File: config.mk
export PLATFORM = sky130hd
export DESIGN_NAME = alu_arbiter
export DESIGN_NICKNAME = d
export VERILOG_FILES = /design/src/rtl/sv_alu_ctrl_pkg.sv /design/src/rtl/alu_rr_arbiter.sv /design/src/rtl/alu_arbiter.sv
export SDC_FILE = /design/constraint.sdc
export NUM_CORES = 1
export LEC_CHECK = 0
export ABC_AREA = 1
export CAP_MARGIN = 20
export CORE_MARGIN = 2
export CORE_UTILIZATION = 37
export CTS_CLUSTER_SIZE = 16
export DETAILED_ROUTE_END_ITERATION = 7
export PLACE_DENSITY = 0.79
export SLEW_MARGIN = 5
export SYNTH_ARGS = -nofsm -noshare
export SYNTH_HDL_FRONTEND = slang
export SYNTH_SLANG_ARGS = --single-unit
File: constraint.sdc
create_clock -name clk -period 2.3 [get_ports clk]
set_input_delay 0.46 -clock clk [delete_from_list [all_inputs] [get_ports clk]]
set_output_delay 0.46 -clock clk [all_outputs]
set_load 0.01 [all_outputs]
File: src/rtl/sv_alu_ctrl_pkg.sv
// Shared definitions for the ALU request arbiter: controller state encoding,
// ALU field widths and the bit layout of one request slice.
// A request slice is {op, movi, a, b, mem, imm} with imm at bit 0.
package sv_alu_ctrl_pkg;

  typedef enum logic [1:0] {
    StIdle,
    StIssue,
    StWait
  } state_e;

  localparam int unsigned ALU_OP_W   = 4;
  localparam int unsigned ALU_MOVI_W = 2;
  // Wide enough for up to 8 ports; also the width of the err_port output.
  localparam int unsigned PORT_IDX_W = 3;

  localparam int unsigned IMM_LSB = 0;

  function automatic int unsigned mem_lsb(int unsigned dw);
    return dw;
  endfunction

  function automatic int unsigned b_lsb(int unsigned dw);
    return 2 * dw;
  endfunction

  function automatic int unsigned a_lsb(int unsigned dw);
    return 3 * dw;
  endfunction

  function automatic int unsigned movi_lsb(int unsigned dw);
    return 4 * dw;
  endfunction

  function automatic int unsigned op_lsb(int unsigned dw);
    return 4 * dw + ALU_MOVI_W;
  endfunction

  function automatic int unsigned slice_w(int unsigned dw);
    return ALU_OP_W + ALU_MOVI_W + 4 * dw;
  endfunction

endpackage

File: src/rtl/alu_rr_arbiter.sv
// Combinational round-robin selector.
// Ports:
//   req  - request vector, one bit per port
//   ptr  - highest-priority port index; search runs upward and wraps to 0
//   gnt  - one-hot winner (all zero when no request)
//   idx  - winner index (0 when no request)
//   any  - at least one request present
module alu_rr_arbiter
  import sv_alu_ctrl_pkg::*;
#(
  parameter int unsigned PORTS = 4
) (
  input  logic [PORTS-1:0]      req,
  input  logic [PORT_IDX_W-1:0] ptr,
  output logic [PORTS-1:0]      gnt,
  output logic [PORT_IDX_W-1:0] idx,
  output logic                  any
);

  int unsigned j;

  always_comb begin
    gnt = '0;
    idx = '0;
    any = 1'b0;
    j   = 0;
    for (int unsigned i = 0; i < PORTS; i++) begin
      j = (32'(ptr) + i) % PORTS;
      if (!any && req[j]) begin
        any    = 1'b1;
        gnt[j] = 1'b1;
        idx    = PORT_IDX_W'(j);
      end
    end
  end

endmodule

File: src/rtl/alu_arbiter.sv
// Round-robin arbiter sharing one ALU among PORTS requesters, with a single
// outstanding operation and a result timeout.
// Ports:
//   clk, rst            - clock, synchronous active-high reset
//   req_vld/req_rdy     - per-port request handshake (req_rdy at most one-hot)
//   req_data            - per-port {op, movi, a, b, mem, imm}, port i in slice i
//   alu_act/alu_rdy     - operation handshake toward the ALU
//   alu_op..alu_imm     - latched operation fields
//   alu_res/alu_res_vld - ALU result return
//   res_vld/res_data    - one-cycle result strobe to the owning port, held data
//   err/err_port        - one-cycle timeout pulse and offending port
module alu_arbiter
  import sv_alu_ctrl_pkg::*;
#(
  parameter int unsigned DATA_WIDTH = 8,
  parameter int unsigned PORTS      = 4,
  parameter int unsigned TIMEOUT    = 16
) (
  input  logic                                              clk,
  input  logic                                              rst,
  input  logic [PORTS-1:0]                                  req_vld,
  output logic [PORTS-1:0]                                  req_rdy,
  input  logic [PORTS*(ALU_OP_W+ALU_MOVI_W+4*DATA_WIDTH)-1:0] req_data,
  output logic                                              alu_act,
  output logic [ALU_OP_W-1:0]                               alu_op,
  output logic [ALU_MOVI_W-1:0]                             alu_movi,
  output logic [DATA_WIDTH-1:0]                             alu_reg_a,
  output logic [DATA_WIDTH-1:0]                             alu_reg_b,
  output logic [DATA_WIDTH-1:0]                             alu_mem,
  output logic [DATA_WIDTH-1:0]                             alu_imm,
  input  logic                                              alu_rdy,
  input  logic [DATA_WIDTH-1:0]                             alu_res,
  input  logic                                              alu_res_vld,
  output logic [PORTS-1:0]                                  res_vld,
  output logic [DATA_WIDTH-1:0]                             res_data,
  output logic                                              err,
  output logic [PORT_IDX_W-1:0]                             err_port
);

  localparam int unsigned SLICE_W   = slice_w(DATA_WIDTH);
  localparam int unsigned OP_LSB    = op_lsb(DATA_WIDTH);
  localparam int unsigned MOVI_LSB  = movi_lsb(DATA_WIDTH);
  localparam int unsigned A_LSB     = a_lsb(DATA_WIDTH);
  localparam int unsigned B_LSB     = b_lsb(DATA_WIDTH);
  localparam int unsigned MEM_LSB   = mem_lsb(DATA_WIDTH);
  localparam int unsigned CNT_W     = $clog2(TIMEOUT + 1);
  localparam logic [CNT_W-1:0] CNT_LAST = CNT_W'(TIMEOUT - 1);
  localparam logic [CNT_W-1:0] CNT_SAT  = CNT_W'(TIMEOUT);

  state_e                  state;
  logic [PORT_IDX_W-1:0]   ptr;
  logic [PORT_IDX_W-1:0]   gnt;
  logic [PORT_IDX_W-1:0]   ptr_next;
  logic [CNT_W-1:0]        cnt;
  logic [PORTS-1:0]        win_gnt;
  logic [PORT_IDX_W-1:0]   win_idx;
  logic                    win_any;
  logic [SLICE_W-1:0]      win_slice;

  alu_rr_arbiter #(
    .PORTS(PORTS)
  ) u_rr (
    .req(req_vld),
    .ptr(ptr),
    .gnt(win_gnt),
    .idx(win_idx),
    .any(win_any)
  );

  // Only offered while idle; held off during reset so no accept is implied.
  assign req_rdy = (state == StIdle && !rst) ? win_gnt : '0;

  assign ptr_next = (gnt == PORT_IDX_W'(PORTS - 1)) ? '0 : gnt + PORT_IDX_W'(1);

  always_comb begin
    win_slice = '0;
    for (int unsigned i = 0; i < PORTS; i++) begin
      if (win_idx == PORT_IDX_W'(i)) win_slice = req_data[i*SLICE_W +: SLICE_W];
    end
  end

  always_ff @(posedge clk) begin
    if (rst) begin
      state     <= StIdle;
      ptr       <= '0;
      gnt       <= '0;
      cnt       <= '0;
      alu_act   <= 1'b0;
      alu_op    <= '0;
      alu_movi  <= '0;
      alu_reg_a <= '0;
      alu_reg_b <= '0;
      alu_mem   <= '0;
      alu_imm   <= '0;
      res_vld   <= '0;
      res_data  <= '0;
      err       <= 1'b0;
      err_port  <= '0;
    end else begin
      res_vld <= '0;
      err     <= 1'b0;
      unique case (state)
        StIdle: begin
          if (win_any) begin
            gnt       <= win_idx;
            alu_op    <= win_slice[OP_LSB +: ALU_OP_W];
            alu_movi  <= win_slice[MOVI_LSB +: ALU_MOVI_W];
            alu_reg_a <= win_slice[A_LSB +: DATA_WIDTH];
            alu_reg_b <= win_slice[B_LSB +: DATA_WIDTH];
            alu_mem   <= win_slice[MEM_LSB +: DATA_WIDTH];
            alu_imm   <= win_slice[IMM_LSB +: DATA_WIDTH];
            alu_act   <= 1'b1;
            state     <= StIssue;
          end
        end
        StIssue: begin
          if (alu_rdy) begin
            alu_act <= 1'b0;
            cnt     <= '0;
            state   <= StWait;
          end
        end
        StWait: begin
          // A result arriving on the last allowed cycle beats the timeout.
          if (alu_res_vld) begin
            res_vld  <= PORTS'(1) << gnt;
            res_data <= alu_res;
            ptr      <= ptr_next;
            state    <= StIdle;
          end else if (cnt == CNT_LAST) begin
            err      <= 1'b1;
            err_port <= gnt;
            ptr      <= ptr_next;
            state    <= StIdle;
          end else if (cnt != CNT_SAT) begin
            cnt <= cnt + CNT_W'(1);
          end
        end
        default: state <= StIdle;
      endcase
    end
  end

endmodule

# After elaboration in Yosys (flattened, before gate mapping)
# Cells that the tools add are included.
# word_totals
register_bits,67
in_bits,168
word_cells,124
out_inout_bits,59
# classes
eq_ne,14
shift,1
n_lt_le_gt_ge,8
n_addsub,5
n_reduce_logical,26
n_mux,50
bitwise,5
# ops
operator,n
two-way mux 38 bit,4
two-way mux 4 bit,5
two-way mux 5 bit,4
two-way mux 2 bit,8
two-way mux 1 bit,15
less-than comparator 2 x 3 -> 1 bit (second input constant),4
bitwise OR 4 bit,3
one-hot mux 5 bit (2 select lines),1
equality test 3 x 2 -> 1 bit (second input constant),3
two-way mux 3 bit,3
AND reduction 3 bit,3
binary-select mux 1 bit (select 2 bit),4
demux 1 bit (select 2 bit),4
>= comparator 2 x 1 -> 1 bit (second input constant),4
logical AND 1 bit,8
!= test 2 bit (second input constant),4
one-hot mux 2 bit (3 select lines),1
AND reduction 2 bit,3
nonzero test 2 bit,3
OR reduction 3 bit,2
adder 5 x 1 -> 5 bit (second input constant),1
equality test 5 x 4 -> 1 bit (second input constant),1
!= test 5 bit (second input constant),1
AND reduction 5 bit,1
other kinds (13),19

# Longest topological paths before layout
# depth
word_depth,17
ltp_mapped,17
mapped_depth_nobuf,15

# Modules after synthesis
# A second synthesis with hierarchy kept.
# hier_totals
hier_cells,723
hier_area_um2,4474.3
# by_module_without_submodules
mod,n_inst,cells_each,seq_area_each_um2,area_per_inst_um2
alu_arbiter,1,647,1361.3,4032.6
alu_rr_arbiter,1,76,0.0,441.7

# Worst setup path before layout
# OpenSTA, ideal clock, no wires.
# synth_timing
path_type,register -> register
startpoint,register ptr[0]
endpoint,register alu_mem[7]
stages_incl_launch_ff,17
period_less_slack_ps,2297
setup_time_ps,132
n_path_buf,3
required_time_ps,2168
setup_slack_ps,3
t_arrival_ps,2165
cell_sequence,dfxtp_1 -> buf_6 -> inv_4 -> ha_1 -> inv_1 -> nand3_1 -> nand2_2 -> nor2_2 -> nor2_1 -> nand2_2 -> nand2_4 -> nor2_4 -> buf_6 -> buf_6 -> a21oi_2 -> nand2_1 -> a21oi_1
# synth_via
elab_chain_len,17
elab_cells_between_ends,34
classes_between,add/sub (3); eq/ne (3); mux (20); reduce/logical (8)
# synth_rtl
element,line_no,text
"start, declared",alu_arbiter.sv:51,logic [PORT_IDX_W-1:0] ptr;
"start signal, assigned",alu_arbiter.sv:128,ptr <= ptr_next;
"start signal, assigned",alu_arbiter.sv:133,ptr <= ptr_next;
"parallel branches: the longest is 17 deep, another holds adder 2 x 1 -> 2 bit",n/a,
"end signal, assigned",alu_arbiter.sv:110,alu_mem <= win_slice[MEM_LSB +: DATA_WIDTH];
"end, declared",alu_arbiter.sv:29,"output logic [DATA_WIDTH-1:0] alu_mem,"
# Parallel ways; which one is timed is not known. The select of a mux whose other input is x is not followed.
# A chain may end at the register's enable or synchronous reset.

# Worst setup path after layout
# layout_timing
startpoint,register ptr[0]
endpoint,output port req_rdy[0]
# layout_via
elab_chain_len,13
elab_cells_between_ends,48
classes_between,add/sub (3); order compare (8); mux (24); bitwise (3); reduce/logical (10)
# layout_rtl
element,line_no,text
"parallel branches: the longest is 11 deep, another holds less-than comparator 2 x 3 -> 1 bit",n/a,
two-way mux 4 bit (*),alu_rr_arbiter.sv:29,if (!any && req[j]) begin
two-way mux 4 bit (*),alu_arbiter.sv:71,assign req_rdy = (state == StIdle && !rst) ? win_gnt : '0;
"end, declared",alu_arbiter.sv:22,"output logic [PORTS-1:0] req_rdy,"
# Every way passes the cells marked *. The select of a mux whose other input is x is not followed.

==> key figures <==
Status
  • Status: finished, violations left
  • Failing checks: negative setup slack

Die
  • Core box area: 11470 sq um
  • Die Span Y: between 100 and 150 um
  • Starting Density: 37.97%
  • Total die area: between 10000 and 15000 sq um
  • I/O pins: roughly 230
  • Die X: 112.5 um
  • Rows: 39

Critical path
  • CP max-delay cell: dfxtp_4
  • Crit path DAT: 1950 ps
  • Top delay family on crit path: buffers and inverters
  • CP peak stage delay: 370 ps
  • CP Buf/Inv Count: 4
  • Crit-path cells: inv_4, ha_4, nand3_4, nand2_8, nand3_4, buf_4, o21ai_2, o21ai_1, inv_1, buf_6
  • Critical path class: register to output pin
  • Most used cell, CP: nand3_4
  • Crit. End Element: output pin
  • Worst EP required: 1840 ps
  • Startpoint class of the critical path: register
  • CP max FO: 5

Synthesis
  • Post-synth top area cell: dfxtp_1
  • Synth top area cells: dfxtp_1 30%, nand3_1 10%, a21oi_1 9.5%
  • Multiplexer area fraction after synthesis: 0%
  • Syn Nets: ~880
  • Top-area cell type share of the netlist area: 29.89%
  • Adder-cell area share of the yosys netlist: under 10%
  • Largest family of logic cells by synthesized area: simple AND/OR/NAND/NOR gates
  • Mapped Area: 4354 sq um
  • Yosys warns: 0
  • Post-Syn Instances: 700
  • Syn Area/Cell: between 6 and 7 sq um
  • XOR/XNOR Fraction of Synth Area: 0.2011%
  • Netlist cell types: 36
  • Synthesized flop and latch total: 65
  • Synth Area in Compound Gates: 15.80%
  • Synth Area in Simple Gates: 36.12%
  • Register area share after synthesis: roughly 30%

Finish
  • Share of cells above drive strength 1: 21.12%
  • Area growth, synth to finish: 87.82%
  • # diodes: 0
  • Storage cell area: 1306 sq um
  • Post-Layout Cell Count: 1109
  • Area of the multi-input gates: roughly 2900 sq um
  • FILL cells: 861
  • Nets@finish: 1140

Route
  • WL/cell: between 15 and 20 um
  • First DRT Iteration DRCs: 447
  • DRT Pass-1 Iters: 4
  • Routed vias/inst: 5.161
  • DR vias: ~5700
  • Final WL: 18.47 mm
  • Residual DRC: 0
  • Final ANT Viol Nets: 0

Power and ir drop
  • P_leak: between 3 and 4 nW
  • Overall power: 5.124 mW
  • VDD IR-drop max: around 0.40 mV
  • Power per cell area: about 630 nW/um^2

Global route
  • Initial antenna violation count: 0
  • First-pass GRT wire length: 24.46 mm
  • Largest net degree at the start of global routing: 73
  • All-Layer GR Usage: 23.49%
  • Total congestion overflow: 0
  • Vias in the first global route: 5028

STA
  • Setup WS post-layout: -110.4 ps
  • Worst hold slack: ~460 ps
  • Slew HR: between 60% and 70%
  • Clock Skew: 7.411 ps
  • Minimum clock period: approximately 2400 ps
  • Crit share post-route: 104.8%
  • Hold Violations, Final: 0
  • Worst-margin pin slew: 515.7 ps
  • RSZ-0062 raised after global routing: yes
  • Achievable frequency: around 0.41 GHz
  • Slew Viols, Final: 0
  • Setup Viol. Count Final: 7
  • Setup TNS: -340.5 ps

Clock tree
  • Num CTS Buffers: 9
  • Clock transition at path regs: ~60 ps
  • Max Root-Sink Buffers: 2
  • Clock root buffer: clkbuf_16
  • H-tree levels: 3
  • # clock sinks: 65
  • CTS tree: built
  • Hold_buf cts: 0
  • Skew-Pair Late Insertion Delay: 320 ps

Placed design
  • HPWL after detailed placement: 11.32 mm
  • Inst Count DP: 1064
  • IO buf count: 225
  • GP Congestion: 0.8947

Hold path
  • Hold WC Path Type: register to register

Run
  • MaxCap Viol Count: 0
## registers in the layout, indices dropped and copies added (netlist names)
signal	flops
alu_imm	8
alu_mem	8
alu_reg_a	8
alu_reg_b	8
res_data	8
cnt	5
alu_op	4
res_vld	4
alu_movi	2
err_port	2
gnt	2
ptr	2
state	2
alu_act	1
err	1
## power breakdown
group | leakage, nW | switching (mW) | internal (mW)
logic | 2.98 | 1.21 | 1.26
registers | 0.535 | 0.0969 | 1.30
clock network | 0.131 | 0.530 | 0.727
total | 3.64 | 1.84 | 3.29
## layer usage
layer  share of wire, %  vias to the layer above  global-route usage (%)
li1                   -                     2780                       -
met5                  0                        -                       0
met1                 40                     2655                   27.75
met3                7.8                       38                   6.102
met4                2.7                        0                   9.187
met2                 49                      251                   40.76
## Yosys cell counts
master	count
nor3_1	2
inv_1	100
o21ai_0	24
inv_2	3
or2_2	1
nand3b_1	1
nor2_2	1
buf_6	6
nor2_4	2
o22ai_1	2
ha_1	11
a22oi_1	2
a21oi_2	10
a31oi_1	1
buf_2	16
a21oi_1	83
dfxtp_1	65
buf_4	7
inv_4	1
nand4_2	1
nand4_1	23
nand2_1	107
nor2_1	109
nand2_2	9
clkinv_1	1
nor2_8	1
clkbuf_1	11
nand3_2	1
xor2_1	1
nand3_1	91
a211oi_1	2
o211ai_1	1
o41ai_1	1
nand2_4	1
buf_1	1
conb_1	1
## path summary, 6_finish.rpt
check	start	depth (start not counted)	slack (ps)	to
hold / removal	alu_mem[5]$_SDFFE_PP0P_	2	460	alu_mem[5]$_SDFFE_PP0P_
setup / recovery	ptr[0]$_SDFFE_PP0P_	10	-110	req_rdy[0]
setup reg to reg	ptr[0]$_SDFFE_PP0P_	16	-20	alu_reg_b[1]$_SDFFE_PP0P_
hold reg to reg	alu_mem[5]$_SDFFE_PP0P_	2	460	alu_mem[5]$_SDFFE_PP0P_
## placed cells by master (no fill, tap or decap), drive strengths merged
master,instances
xor2,1
clkinvlp,2
nand4,24
clkdlybuf4s50,217
clkbuf,17
nand3b,1
clkinv,7
nor3,2
nand3,92
dlygate4sd2,4
inv,103
dfxtp,65
a22oi,2
a21oi,93
o21ai,24
nand2,117
ha,11
a31oi,1
nor2,113
o211ai,1
o22ai,2
conb,1
or2,1
o41ai,1
a211oi,2
buf,62
## cell families after synthesis
| family | count (synthesis) |
|---|---|
| other | 1 |
| AO/OA/AOI/OAI | 126 |
| adder cells (fa/ha/maj) | 11 |
| XOR/XNOR | 1 |
| flip-flops | 65 |
| AND/OR/NAND/NOR | 350 |
| buffers and inverters | 146 |
## stage by stage
step | utilization, % | setup WS (ps) | cell area [sq um]
after detailed placement | 60.46 | -594.9 | 6933
after global routing | 71.31 | -214.9 | 8178
after floorplan | - | 3.171 | 4354
after global placement | 60.46 | -534.3 | 6933
final | 71.31 | -110.4 | 8178
after CTS | 64.31 | -23.65 | 7375
## what timing repair did
item                       in CTS  in global routing
gates cloned                    0                 17
setup buffers                   6                  7
pin swaps                      11                 57
setup endpoints to repair      19                 42
gates resized for setup        59                104
## worst register-to-register path: cells and delay by family (launching register included)
kind                       cells  cell delay [ps]
AOI/OAI and AO/OA              1               60
adders and majority gates      1              310
buffers and inverters          5              550
DFF                            1              370
and+or+nand+nor                9              910
## layout make-up
class	count	area share, %
repair buffers	291	38.48
multi-input cells	489	34.99
flip-flops and latches	65	15.97
inverters	105	5.034
clock buffers	9	2.754
well taps	143	2.188
clock inverters	7	0.5814
Power figures use the tool's default switching activity.
